### src/rtl/l2_prefetch_buffer.sv
// l2_prefetch_buffer
// Next-line prefetch stage between the L2 cache's memory port and physical
// memory. Demand reads and writebacks pass straight through. After every
// demand read or buffer hit, the next 16-byte line is fetched into a
// one-line buffer, so a later L2 miss to that line completes in one cycle.
//
// Optional feature: define L2_PF_STATS_EN to add the pf_issued / pf_hits
// saturating statistics counters and their output ports.
module l2_prefetch_buffer #(
   parameter int unsigned WRAP_PF = 0  // 1: prefetch line 0x000 after line 0xFFF
) (
   input  logic         clk,
   input  logic         rst,
   input  logic [15:0]  mem_address,
   input  logic         mem_read,
   input  logic         mem_write,
   input  logic [127:0] mem_wdata,
   output logic [127:0] mem_rdata,
   output logic         mem_resp,
   output logic [15:0]  pmem_address,
   output logic         pmem_read,
   output logic         pmem_write,
   output logic [127:0] pmem_wdata,
   input  logic [127:0] pmem_rdata,
   input  logic         pmem_resp
`ifdef L2_PF_STATS_EN
   ,
   output logic [15:0]  pf_issued,
   output logic [15:0]  pf_hits
`endif
);

   // FSM encoding
   localparam logic [2:0] S_IDLE     = 3'd0;
   localparam logic [2:0] S_HIT      = 3'd1;
   localparam logic [2:0] S_DEMAND   = 3'd2;
   localparam logic [2:0] S_WRITE    = 3'd3;
   localparam logic [2:0] S_PREFETCH = 3'd4;

   logic [2:0]   state;
   logic [2:0]   state_next;

   // One-line prefetch buffer and the line currently being prefetched
   logic [127:0] buf_data;
   logic [11:0]  buf_tag;
   logic         buf_valid;
   logic [11:0]  pf_tag;

   // Request decode
   logic [11:0]  req_tag;
   logic         buf_match;
   logic [11:0]  cur_tag;
   logic [11:0]  pf_next_tag;
   logic         pf_allowed;
   logic         pf_start;

   // The byte offset inside a line never matters to this stage.
   logic         unused_offset;
   assign unused_offset = ^mem_address[3:0];

   assign req_tag   = mem_address[15:4];
   assign buf_match = buf_valid && (buf_tag == req_tag);

   // In HIT the line just served is buf_tag; in DEMAND it is the live request.
   assign cur_tag     = (state == S_HIT) ? buf_tag : req_tag;
   assign pf_next_tag = cur_tag + 12'd1;
   // Line 0xFFF's successor wraps to 0x000; only prefetch it when allowed.
   assign pf_allowed  = (cur_tag != 12'hFFF) || (WRAP_PF != 0);

   assign pf_start   = (state != S_PREFETCH) && (state_next == S_PREFETCH);
   assign pmem_wdata = mem_wdata;

   // Next-state selection
   always_comb begin
      // NOTE: defaulting every always_comb output first rules out latches on untaken paths.
      state_next = state;
      case (state)
         S_IDLE: begin
            if (mem_write) begin
               state_next = S_WRITE;
            end else if (mem_read) begin
               state_next = buf_match ? S_HIT : S_DEMAND;
            end
         end
         S_HIT: begin
            state_next = pf_allowed ? S_PREFETCH : S_IDLE;
         end
         S_DEMAND: begin
            if (pmem_resp) begin
               state_next = pf_allowed ? S_PREFETCH : S_IDLE;
            end
         end
         S_WRITE: begin
            if (pmem_resp) begin
               state_next = S_IDLE;
            end
         end
         S_PREFETCH: begin
            if (pmem_resp) begin
               state_next = S_IDLE;
            end
         end
         default: begin
            state_next = S_IDLE;
         end
      endcase
   end

   // State register, buffer tracking and prefetch target capture
   always_ff @(posedge clk) begin
      if (rst) begin
         // NOTE: non-blocking assignments keep every register sampling pre-edge values.
         state     <= S_IDLE;
         buf_data  <= '0;
         buf_tag   <= '0;
         buf_valid <= 1'b0;
         pf_tag    <= '0;
      end else begin
         state <= state_next;

         if (state == S_IDLE) begin
            if (mem_write) begin
               // A writeback to the buffered line makes the buffered copy stale.
               if (buf_match) begin
                  buf_valid <= 1'b0;
               end
            end else if (mem_read) begin
               // A hit consumes the line; a miss discards it in favour of
               // the prefetch that follows the demand read.
               buf_valid <= 1'b0;
            end
         end

         if (pf_start) begin
            pf_tag <= pf_next_tag;
         end

         if ((state == S_PREFETCH) && pmem_resp) begin
            buf_data  <= pmem_rdata;
            buf_tag   <= pf_tag;
            buf_valid <= 1'b1;
         end
      end
   end

   // Drive the L2-side response and the memory-side request from the state
   always_comb begin
      mem_rdata    = '0;
      mem_resp     = 1'b0;
      pmem_address = '0;
      pmem_read    = 1'b0;
      pmem_write   = 1'b0;
      case (state)
         S_HIT: begin
            mem_rdata = buf_data;
            mem_resp  = 1'b1;
         end
         S_DEMAND: begin
            pmem_read    = 1'b1;
            pmem_address = {req_tag, 4'h0};
            mem_rdata    = pmem_rdata;
            mem_resp     = pmem_resp;
         end
         S_WRITE: begin
            pmem_write   = 1'b1;
            pmem_address = {req_tag, 4'h0};
            mem_resp     = pmem_resp;
         end
         S_PREFETCH: begin
            // Prefetches are invisible to the L2: no response is given.
            pmem_read    = 1'b1;
            pmem_address = {pf_tag, 4'h0};
         end
         default: begin
         end
      endcase
   end

`ifdef L2_PF_STATS_EN
   logic hit_start;
   assign hit_start = (state == S_IDLE) && (state_next == S_HIT);

   // Saturating counters of prefetches started and buffer hits
   always_ff @(posedge clk) begin
      if (rst) begin
         pf_issued <= '0;
         pf_hits   <= '0;
      end else begin
         if (pf_start && (pf_issued != 16'hFFFF)) begin
            pf_issued <= pf_issued + 16'd1;
         end
         if (hit_start && (pf_hits != 16'hFFFF)) begin
            pf_hits <= pf_hits + 16'd1;
         end
      end
   end
`else
   // Statistics disabled: no counters or ports are built.
`endif

endmodule

### config.mk
export PLATFORM = sky130hd
export DESIGN_NAME = l2_prefetch_buffer
export DESIGN_NICKNAME = d
export VERILOG_FILES = /design/src/rtl/l2_prefetch_buffer.sv
export SDC_FILE = /design/constraint.sdc
export NUM_CORES = 1
export LEC_CHECK = 0
export CORE_AREA = 2 2 217 219
export DETAILED_ROUTE_END_ITERATION = 6
export DIE_AREA = 0 0 219 221
export GPL_TIMING_DRIVEN = 1
export HOLD_SLACK_MARGIN = 0.1
export PLACE_DENSITY = 0.57
export RECOVER_POWER = 50
export SYNTH_ARGS = -nofsm -noshare
export SYNTH_HDL_FRONTEND = slang
export SYNTH_SLANG_ARGS = --single-unit
### constraint.sdc
create_clock -name clk -period 5.65 [get_ports clk]
set_input_delay 1.13 -clock clk [delete_from_list [all_inputs] [get_ports clk]]
set_output_delay 1.13 -clock clk [all_outputs]
set_load 0.05 [all_outputs]
==> summary.log, run 1 <==
INFO  run_status     result_of_the_run=finished with violations
INFO  run_status     failed_checks=capacitance limit, slew limit
INFO  global_routing pin_count_of_the_biggest_net_entering_global_routing=86
INFO  power          power.share.clock=33.5%
INFO  drt            drtPass1Iterations=5
INFO  cts            clk_path_buf_depth=2
INFO  floorplanning  ports=552
INFO  drt            wl=29.0mm
INFO  placed_design  preCtsSetupSlack=1640ps
INFO  critical_path  reg2regPathDepth=5
INFO  critical_path  critPathLaunchType=flop
INFO  logic_synthesis netlist-cell-type-count=43
INFO  floorplanning  core-area=46100um^2
INFO  timing         unrepaired_setup_endpoints_after_global_routing=false
INFO  critical_path  worst_path_dominant_cell_family=simple AND/OR/NAND/NOR gates
INFO  timing         report.final.setup_viol=0
INFO  placed_design  gpl.final_weighted_congestion=0.739
INFO  power          power.net_switching=1.27mW
INFO  logic_synthesis number_of_warning_messages_in_the_yosys_log=0
INFO  drt            detailedRoute.firstIterationViolations=285
INFO  power          p_sw_share=37.0%
INFO  critical_path  worst_r2r_startpoint=state[1]
INFO  drt            vias_per_cell=4.36
INFO  final_layout   fraction_of_final_layout_cells_with_drive_strength_greater_than_1=4.08%
INFO  power          pwr_density_cell=301nW/um^2
INFO  cts            root_buffer=clkbuf_16
INFO  cts            clk_pin_slew=70ps
INFO  cts            cts_sinks=156
INFO  critical_path  peak_fanout_along_the_critical_path=14
INFO  power          power_leakage=3.86nW
INFO  timing         hold_slack=453ps
INFO  critical_path  critPathSlowestCell=nor2b_1
INFO  drt            drt-wirelength-per-cell=16.0um
INFO  placed_design  portBuffers=287
INFO  cts            tritoncts=yes
INFO  drt            postRouteAntennaNets=0
INFO  timing         post-route-worst-setup-slack=1290ps
INFO  logic_synthesis yosys-top-cells-area=dfxtp_1 37%, a22o_1 14%, nand2_1 13%
INFO  job            maxCapViolCount=1
INFO  critical_path  timing.critical_path.to_type=primary output
INFO  global_routing grt_pass1_wl=43.7mm
INFO  cts            clock_latency=480ps
INFO  power          intPower=2.17mW
INFO  timing         final-hold-violation-count=0
INFO  power          p_comb_share=32.3%
INFO  drt            drc=0
INFO  cts            cts-buffers-inserted=17
INFO  floorplanning  die_area=48400um^2
INFO  critical_path  cp_slowest_stage_delay=1010ps
INFO  timing         worst-slew-pin-transition=2370ps
INFO  final_layout   final_nets=1468
INFO  worst_hold_path worst_hold_startpoint=buf_data[16]
INFO  critical_path  crit_arrival=3230ps
INFO  floorplanning  num_rows=79
INFO  placed_design  dpl_cells=1778
INFO  worst_hold_path min_delay_worst_endpoint=buf_data[16]
INFO  cts            clock_tree.htree_level_count=4
INFO  logic_synthesis synthesis.area=8480um^2
INFO  timing         fin_tns_setup=0ps
INFO  critical_path  timing.setup.critical_path_class=flop to primary output
INFO  global_routing grt_pass1_vias=7472
INFO  timing         timing_max_transition_violations_final=57
INFO  power          flop_pwr_share=34.1%
INFO  cts            cts.repair.resized=0
INFO  logic_synthesis synth.largest_area_cell=dfxtp_1
INFO  final_layout   finalNonFillerCells=1810
INFO  global_routing number_of_antenna_violations_at_the_first_check_in_global_routing=1
INFO  critical_path  worst_ep_required_time=4520ps
INFO  final_layout   area_growth_syn_to_layout=35.1%
INFO  critical_path  crit_buf_inv=1
INFO  logic_synthesis post_synthesis_sequential_element_count=156
INFO  timing         timing.slew.headroom=-58.2%
INFO  final_layout   layout.cells.most_common=nand2_1
INFO  worst_hold_path worstHoldPathCells=2
INFO  floorplanning  initial_utilization=18.4%
INFO  cts            cts_hold_buf=0
INFO  drt            num_vias=7885
INFO  final_layout   most-common-layout-cells=300 x nand2_1, 283 x clkdlybuf4s50_1, 156 x dfxtp_1, 148 x a21oi_1, 140 x a22o_1
INFO  critical_path  timing.critical_path.cells=nor2b_1, a22o_1, clkdlybuf4s50_1
INFO  placed_design  place.detailed.hpwl=19.6mm
INFO  timing         clock.fmax=0.229GHz
INFO  timing         finalCriticalPeriod=4360ps
INFO  power          ir_worst_vdd=0.214mV
INFO  floorplanning  die_x=219um
INFO  global_routing grt_residual_overflow=0
INFO  logic_synthesis netlist_instances=1094
INFO  timing         worst_clock_skew=11.2ps
INFO  timing         layout_worst_path_cycle_share=77.2%
INFO  worst_hold_path hp-class=flop to flop
INFO  floorplanning  die_height=221um
INFO  global_routing grt_use_total=11.8%
INFO  critical_path  timing.rr.end=buf_data[37]
INFO  cts            cts_setup_buffers=0
INFO  power          design_power_total=3.45mW
INFO  logic_synthesis post-synth-top-area-fraction=36.8%
INFO  critical_path  setup.reg_to_reg.worst_slack=2310ps
INFO  logic_synthesis ys_seq_area_share=36.8%
INFO  logic_synthesis synthesis.area_per_instance=7.75um^2
==> cells by family (layout without fill, tap and decap cells) <==
kind of cell | count (synthesis) | after routing | synth area share (%)
flip-flops | 156 | 156 | 36.8
adder cells (fa/ha/maj) | 1 | 1 | 0.148
multiplexers | 17 | 17 | 2.02
AO/OA/AOI/OAI | 305 | 305 | 24.8
XOR/XNOR | 25 | 25 | 2.58
AND/OR/NAND/NOR | 365 | 365 | 17.3
other | 1 | 5 | 0.0442
buffers and inverters | 224 | 329 | 16.2
==> per-layer routing <==
metal	track usage [%]	vias to the layer above	routed length [um]
met5	0.707	-	54
met4	6.78	2	1330
met3	6.36	89	3080
met2	17.8	324	13000
met1	13.1	3664	11500
li1	-	3806	-
==> power groups by stage <==
stage | Combinational [mW] | Sequential, mW | Clock, mW
5_1_grt | 1.18 | 1.18 | 1.26
2_1_floorplan | 0.958 | 1.19 | 0
6_report | 1.11 | 1.18 | 1.16
4_1_cts | 1.13 | 1.18 | 1.21
3_5_place_dp | 1.12 | 1.20 | 0
3_3_place_gp | 1.12 | 1.20 | 0
==> cells in the mapped netlist (all sizes together) <==
cell type / number
a211o: 3
a211oi: 1
a21boi: 1
a21o: 1
a21oi: 148
a22o: 140
a31oi: 1
a41oi: 1
and2: 2
and3: 2
buf: 149
clkbuf: 72
conb: 1
dfxtp: 156
ha: 1
inv: 3
mux2: 1
mux2i: 16
nand2: 301
nand2b: 2
nand3: 13
nand4: 5
nor2: 27
nor2b: 2
nor3: 4
nor3b: 2
nor4: 4
o21a: 1
o21ai: 5
o221ai: 2
o22ai: 1
or3b: 1
xnor2: 17
xor2: 8
==> worst min-delay path, delay by kind of cell (launching register included) <==
| family | cells | cell delay (ps) |
|---|---|---|
| flops | 1 | 310 |
| simple gates | 1 | 50 |
| compound gates | 1 | 50 |
==> how the worst max path moves through the flow <==
stage / startpoint / to / slack, ps / cells past startpoint
global route: state[1] / pmem_address[14] / 1170 / 3
CTS: state[1] / pmem_address[14] / 1260 / 3
floorplan: pmem_resp / mem_resp / 2430 / 3
finish: state[1] / pmem_address[14] / 1290 / 3
detailed placement: pmem_resp / mem_resp / 1640 / 4
global placement: pmem_resp / mem_resp / 1630 / 4
==> state kept, by name, indices dropped and copies added (netlist names) <==
signal / cells
buf_data: 128
state: 3
buf_tag: 12
pf_tag: 12
buf_valid: 1
==> cell type report <==
type                    instances  area [um^2]
multi-input cells             717         4010
fillers                      5017        34600
repair buffers                295         2980
clock inverters                12          114
well taps                     607          759
clock buffers                  19          453
flip-flops and latches        156         3120
diodes                          1         2.50
inverters                       3         11.3
==> stage by stage <==
| step | instance area, um^2 | utilization [%] |
|---|---|---|
| 2_1_floorplan | 8490 | - |
| 3_3_place_gp | 10900 | 23.6 |
| 3_5_place_dp | 10900 | 23.6 |
| 4_1_cts | 11500 | 24.9 |
| 5_1_grt | 11500 | 24.9 |
| 6_report | 11500 | 24.9 |
(Power assumes the default switching activity.)
==> run 2: changes to the inputs <==
Settings changed: CORE_AREA 2 2 217 219 to 2 2 213 215, DIE_AREA 0 0 219 221 to 0 0 215 217, PLACE_DENSITY 0.57 to 0.6.
Clock period 5.65 ns to 3.8 ns, I/O delays scaled along.
==> summary.log, run 2 (synthesis results as in run 1) <==
INFO  final_layout   final_nets=1478
INFO  worst_hold_path worstHoldPathCells=2
INFO  final_layout   area_growth_syn_to_layout=35.6%
INFO  timing         fin_tns_setup=0ps
INFO  critical_path  setup.reg_to_reg.worst_slack=720ps
INFO  drt            num_vias=7977
INFO  cts            tritoncts=yes
INFO  timing         timing.slew.headroom=-28.0%
INFO  cts            cts_setup_buffers=0
INFO  floorplanning  die_x=215um
INFO  drt            vias_per_cell=4.40
INFO  placed_design  gpl.final_weighted_congestion=0.809
INFO  drt            drtPass1Iterations=5
INFO  final_layout   biggestRegsByFlops=buf_data: 128 flops, buf_tag: 12 flops, pf_tag: 12 flops
INFO  timing         clock.fmax=0.283GHz
INFO  floorplanning  ports=552
INFO  critical_path  crit_buf_inv=2
INFO  drt            wl=28.5mm
INFO  critical_path  timing.critical_path.cells=nor3b_2, buf_4, a22o_1, clkdlybuf4s50_1
INFO  run_status     failed_checks=capacitance limit, slew limit
INFO  floorplanning  core-area=44700um^2
INFO  timing         layout_worst_path_cycle_share=92.9%
INFO  timing         worst_clock_skew=13.1ps
INFO  power          power_leakage=4.13nW
INFO  global_routing grt_pass1_vias=7594
INFO  power          pwr_density_cell=465nW/um^2
INFO  cts            clock_latency=480ps
INFO  timing         final-hold-violation-count=0
INFO  critical_path  cp_slowest_stage_delay=860ps
INFO  final_layout   layout.cells.most_common=nand2_1
INFO  critical_path  crit_arrival=2770ps
INFO  drt            drc=0
INFO  critical_path  timing.critical_path.to_type=primary output
INFO  critical_path  worst_r2r_startpoint=state[1]
INFO  global_routing grt_use_total=12.0%
INFO  global_routing grt_residual_overflow=0
INFO  final_layout   fraction_of_final_layout_cells_with_drive_strength_greater_than_1=11.6%
INFO  run_status     result_of_the_run=finished with violations
INFO  drt            drt-wirelength-per-cell=15.7um
INFO  cts            clk_pin_slew=70ps
INFO  floorplanning  die_height=217um
INFO  job            maxCapViolCount=1
INFO  critical_path  timing.setup.critical_path_class=flop to primary output
INFO  floorplanning  die_area=46700um^2
INFO  timing         unrepaired_setup_endpoints_after_global_routing=false
INFO  final_layout   most-common-layout-cells=301 x nand2_1, 204 x clkdlybuf4s50_1, 156 x dfxtp_1, 148 x a21oi_1, 140 x a22o_1
INFO  critical_path  critPathSlowestCell=clkdlybuf4s50_1
INFO  global_routing grt_pass1_wl=43.4mm
INFO  cts            cts-buffers-inserted=17
INFO  drt            detailedRoute.firstIterationViolations=440
INFO  cts            cts_hold_buf=0
INFO  final_layout   finalInstanceArea=11500um^2
INFO  timing         report.final.setup_viol=0
INFO  cts            clock_tree.htree_level_count=4
INFO  worst_hold_path min_delay_worst_endpoint=buf_data[61]
INFO  critical_path  critPathLaunchType=flop
INFO  cts            cts.repair.resized=0
INFO  placed_design  post_dp_cell_area=10900um^2
INFO  worst_hold_path hp-class=flop to flop
INFO  cts            clk_path_buf_depth=2
INFO  timing         finalCriticalPeriod=3530ps
INFO  critical_path  peak_fanout_along_the_critical_path=36
INFO  placed_design  portBuffers=287
INFO  power          design_power_total=5.35mW
INFO  critical_path  worst_path_dominant_cell_family=buffers and inverters
INFO  power          ir_worst_vdd=0.358mV
INFO  cts            cts_sinks=156
INFO  timing         worst-slew-pin-transition=1920ps
INFO  drt            postRouteAntennaNets=0
INFO  floorplanning  num_rows=78
INFO  global_routing number_of_antenna_violations_at_the_first_check_in_global_routing=1
INFO  timing         timing_max_transition_violations_final=81
INFO  critical_path  reg2regPathDepth=7
INFO  cts            root_buffer=clkbuf_16
INFO  critical_path  worst_ep_required_time=3040ps
INFO  final_layout   top_register=buf_data
INFO  worst_hold_path worst_hold_startpoint=buf_data[61]
INFO  floorplanning  initial_utilization=19.0%
INFO  global_routing pin_count_of_the_biggest_net_entering_global_routing=81
INFO  placed_design  place.detailed.hpwl=20.0mm
INFO  critical_path  timing.rr.end=buf_data[56]
INFO  final_layout   layout.filler_cells=4909
INFO  final_layout   number_of_flip_flops_in_the_largest_register=128
## run 2: cell count changes in the layout (fill, tap and decap cells not counted), moves of 2 or more
cell,before,now
clkbuf_2,0,2
clkinv_4,2,4
bufinv_16,1,5
clkdlybuf4s50_1,283,204
buf_12,4,12
clkinvlp_4,4,1
buf_4,5,86
dlygate4sd3_1,3,1
inv_6,3,1
## run 2: stage by stage
stage / util (%) / worst slack [ps] / hold WS [ps] / instances
after floorplan: - / 879 / 437 / 1097
after global placement: 24.3 / 600 / 441 / 1781
after detailed placement: 24.3 / 595 / 447 / 1781
after CTS: 25.8 / 204 / 456 / 1813
after global routing: 25.7 / 113 / 468 / 1814
final: 25.7 / 270 / 455 / 1814
## run 2: worst min-delay path, stage by stage (launching register included)
cell and delay [ps]:
dfxtp_1 310, nand2_1 50, a21oi_1 50
## run 2: power breakdown
part	internal, mW	switching [mW]	leakage [nW]
Combinational	0.593	1.06	2.55
Sequential	1.70	0.0490	1.26
Clock	1.18	0.758	0.320
## run 2: how the worst max path moves through the flow
stage,start,end,slack [ps],cells after the start
finish,state[1],mem_rdata[122],270,4
global route,state[1],mem_rdata[122],110,4
CTS,state[0],mem_rdata[118],200,4
detailed placement,mem_address[7],pmem_address[7],590,3
global placement,mem_address[14],pmem_address[14],600,3
floorplan,state[1],pf_tag[1],880,15
## run 2: area by class of cell
class                           instances  area, um^2  area share [%]
Antenna cell                            1        2.50          0.0218
Multi-Input combinational cell        717        4010            34.9
Timing Repair Buffer                  305        2950            25.6
Clock inverter                         14         216            1.88
Inverter                                3        11.3          0.0979
Sequential cell                       156        3120            27.2
Clock buffer                           18         439            3.82
Tap cell                              600         751            6.53
## run 2: per-layer routing
| metal | vias to the layer above | GRT usage (%) | wire length, um |
|---|---|---|---|
| met2 | 350 | 18.2 | 12800 |
| met3 | 101 | 5.72 | 2890 |
| met4 | 2 | 7.98 | 1480 |
| met5 | - | 0.521 | 34 |
| met1 | 3711 | 13.4 | 11300 |
| li1 | 3813 | - | - |
==> run 3: changes to the inputs <==
Settings changed: ABC_AREA set to 1, CORE_AREA 2 2 213 215 to 2 2 217 219, CTS_BUF_LIST set to sky130_fd_sc_hd__clkbuf_2 sky130_fd_sc_hd__clkbuf_4 sky130_fd_sc_hd__clkbuf_8, DIE_AREA 0 0 215 217 to 0 0 219 221, PLACE_DENSITY 0.6 to 0.59.
==> summary.log, run 3 <==
INFO  run_status     result_of_the_run=finished clean
INFO  placed_design  gpl.final_weighted_congestion=0.835
INFO  logic_synthesis asyncSetResetFlopFracSynth=0%
INFO  power          power_leakage=4.65nW
INFO  cts            tritoncts=yes
INFO  critical_path  cp_slowest_stage_delay=450ps
INFO  power          ir_worst_vdd=0.232mV
INFO  logic_synthesis post_synthesis_sequential_element_count=156
INFO  timing         clock.fmax=0.290GHz
INFO  global_routing grt_residual_overflow=0
INFO  floorplanning  die_x=219um
INFO  logic_synthesis netlist-cell-type-count=32
INFO  critical_path  worst_ep_required_time=3040ps
INFO  cts            cts_hold_buf=0
INFO  cts            clk_path_buf_depth=2
INFO  timing         fin_tns_setup=0ps
INFO  logic_synthesis synth_flop_cell=dfxtp_1
INFO  final_layout   biggestRegsByFlops=buf_data: 128 flops, buf_tag: 12 flops, pf_tag: 12 flops
INFO  timing         report.final.setup_viol=0
INFO  cts            clock_latency=560ps
INFO  critical_path  critical-path-top-cell-by-count=buf_4
INFO  logic_synthesis netlist_instances=1297
INFO  critical_path  crit_buf_inv=4
INFO  final_layout   layout.cells.most_common=o21ai_0
INFO  worst_hold_path hp-class=flop to flop
INFO  final_layout   top_register=buf_data
INFO  logic_synthesis yosysMostFrequentCell=o21ai_0
INFO  logic_synthesis synthesis.area_per_instance=6.82um^2
INFO  final_layout   final_nets=1676
INFO  logic_synthesis main_combinational_cell_family_by_area_after_synthesis=compound AO/OA/AOI/OAI gates
INFO  placed_design  post_dp_cell_area=12700um^2
INFO  logic_synthesis post-synth-top-area-fraction=35.3%
INFO  cts            clk_pin_slew=90ps
INFO  critical_path  setup.reg_to_reg.worst_slack=450ps
INFO  timing         worst-slew-pin-transition=1140ps
INFO  critical_path  timing.rr.end=buf_data[121]
INFO  timing         worst_clock_skew=13.5ps
INFO  cts            cts.repair.resized=0
INFO  cts            root_buffer=clkbuf_8
INFO  floorplanning  die_area=48400um^2
INFO  critical_path  timing.setup.critical_path_class=flop to primary output
INFO  critical_path  critPathSlowestCell=dfxtp_1
INFO  logic_synthesis synth-edff-count=0
INFO  timing         unrepaired_setup_endpoints_after_global_routing=false
INFO  cts            cts-buffers-inserted=17
INFO  global_routing grt_use_total=12.7%
INFO  power          intPower=3.32mW
INFO  drt            vias_per_cell=4.40
INFO  floorplanning  initial_utilization=19.2%
INFO  drt            drtPass1Iterations=5
INFO  critical_path  critPathLaunchType=flop
INFO  drt            maxUsedRoutingLayer=met4
INFO  power          pwr_density_cell=411nW/um^2
INFO  cts            clock_tree.htree_level_count=4
INFO  power          power.net_switching=2.06mW
INFO  cts            cts_sinks=156
INFO  critical_path  worst_r2r_startpoint=state[2]
INFO  worst_hold_path worst_hold_startpoint=buf_data[11]
INFO  logic_synthesis ys_seq_area_share=35.3%
INFO  logic_synthesis number_of_warning_messages_in_the_yosys_log=0
INFO  power          flop_pwr_share=33.3%
INFO  worst_hold_path min_delay_worst_endpoint=buf_data[11]
INFO  logic_synthesis synthMuxAreaShare=0%
INFO  drt            detailroute.wirelength.met3=3.00mm
INFO  logic_synthesis synth_compound_gate_area_share=24.6%
INFO  drt            wl=30.6mm
INFO  final_layout   layout.filler_cells=4946
INFO  drt            drc=0
INFO  placed_design  portBuffers=287
INFO  final_layout   number_of_flip_flops_in_the_largest_register=128
INFO  final_layout   fin_util=28.4%
INFO  timing         timing_max_transition_violations_final=0
INFO  critical_path  timing.critical_path.to_type=primary output
INFO  final_layout   fraction_of_final_layout_cells_with_drive_strength_greater_than_1=14.8%
INFO  global_routing grt_pass1_vias=8549
INFO  logic_synthesis simple_gate_fraction_of_synth_area=16.4%
INFO  final_layout   most-common-layout-cells=278 x o21ai_0, 161 x inv_1, 156 x dfxtp_1, 149 x nand3_1, 147 x clkdlybuf4s50_1
INFO  job            maxCapViolCount=0
INFO  timing         final-hold-violation-count=0
INFO  floorplanning  ports=552
INFO  critical_path  worst_path_dominant_cell_family=buffers and inverters
INFO  critical_path  crit_arrival=2690ps
INFO  floorplanning  core-area=46100um^2
INFO  logic_synthesis synth.largest_area_cell=dfxtp_1
INFO  logic_synthesis share_of_the_synthesized_netlist_area_taken_by_xor_and_xnor_gates=0.792%
INFO  logic_synthesis yosys-top-cells-area=dfxtp_1 35%, o21ai_0 16%, buf_4 11%
INFO  global_routing grt_pass1_wl=47.5mm
INFO  drt            postRouteAntennaNets=0
INFO  critical_path  timing.critical_path.cells=inv_2, nand3_4, buf_4, buf_4, o21ai_0, buf_12
INFO  floorplanning  die_height=221um
INFO  drt            drt-wirelength-per-cell=15.2um
INFO  logic_synthesis synth_top_cells_by_count=278 x o21ai_0, 162 x inv_1, 156 x dfxtp_1
INFO  placed_design  place.detailed.hpwl=21.6mm
INFO  critical_path  peak_fanout_along_the_critical_path=27
INFO  drt            detailroute.wirelength.met2=14.1mm
INFO  logic_synthesis post_synth_fa_ha_maj_area_fraction=0.142%
INFO  power          p_comb_share=40.8%
INFO  timing         layout_worst_path_cycle_share=90.9%
INFO  critical_path  reg2regPathDepth=7
INFO  worst_hold_path worstHoldPathCells=2
INFO  global_routing number_of_antenna_violations_at_the_first_check_in_global_routing=2
INFO  drt            detailedRoute.firstIterationViolations=479
INFO  drt            num_vias=8884
INFO  power          power.share.clock=25.9%
INFO  logic_synthesis synthesis.area=8840um^2
INFO  timing         finalCriticalPeriod=3450ps
INFO  power          p_sw_share=38.3%
INFO  final_layout   area_growth_syn_to_layout=48.1%
INFO  cts            cts_setup_buffers=0
INFO  drt            drt-met1-wl=12.2mm
INFO  global_routing pin_count_of_the_biggest_net_entering_global_routing=93
INFO  timing         timing.slew.headroom=23.8%
INFO  final_layout   finalInstanceArea=13100um^2
INFO  floorplanning  num_rows=79
==> run 3: cell families after synthesis <==
group	count (synthesis)
buffers and inverters	393
AOI/OAI and AO/OA	431
adders and majority gates	1
and+or+nand+nor	307
DFF	156
xor gates and xnor gates	8
other	1
==> run 3: how the worst max path moves through the flow <==
| stage | endpoint | cells after the start | startpoint |
|---|---|---|---|
| CTS | mem_rdata[113] | 6 | state[2] |
| global route | mem_rdata[113] | 6 | state[2] |
| detailed placement | pmem_address[15] | 4 | mem_address[15] |
| floorplan | mem_rdata[0] | 7 | state[2] |
| global placement | pmem_address[14] | 4 | mem_address[14] |
| finish | mem_rdata[113] | 6 | state[2] |
==> run 3: layer usage <==
metal	vias up	global-route usage [%]
li1	4340	-
met1	4136	14.2
met2	331	19.9
met3	77	5.64
met4	0	7.43
met5	-	0
==> run 3: cell type report <==
| cell class | count | area (um^2) | share of cell area (%) |
|---|---|---|---|
| clock buffers | 21 | 270 | 2.06 |
| flip-flops and latches | 156 | 3120 | 23.9 |
| multi-input cells | 751 | 3730 | 28.5 |
| well taps | 607 | 759 | 5.80 |
| diodes | 2 | 5.00 | 0.0382 |
| inverters | 165 | 624 | 4.77 |
| repair buffers | 307 | 4440 | 33.9 |
| clock inverters | 10 | 141 | 1.08 |
==> run 3: worst register-to-register path, cell delays in order (launching register included) <==
cell and delay [ps]:
dfxtp_1 610, inv_2 160, nor2_1 160, clkbuf_1 520, nand2_1 850, buf_6 550
o21ai_0 320, a21oi_1 60
==> run 3: power by group through the flow <==
| stage | sequential [mW] | clock [mW] | combinational, mW |
|---|---|---|---|
| after floorplan | 1.81 | 0 | 1.51 |
| after global placement | 1.83 | 0 | 2.20 |
| after detailed placement | 1.83 | 0 | 2.22 |
| after CTS | 1.79 | 1.48 | 2.22 |
| after global routing | 1.81 | 1.52 | 2.34 |
| final | 1.79 | 1.39 | 2.20 |
==> run 3: through the flow <==
step | hold slack (ps) | worst slack (ps) | total power, mW | std cells
after floorplan | 425 | 780 | 3.32 | 1300
after global placement | 432 | 763 | 4.03 | 1986
after detailed placement | 440 | 758 | 4.05 | 1986
after CTS | 454 | 195 | 5.49 | 2017
after global routing | 465 | 119 | 5.67 | 2018
final | 450 | 347 | 5.39 | 2019
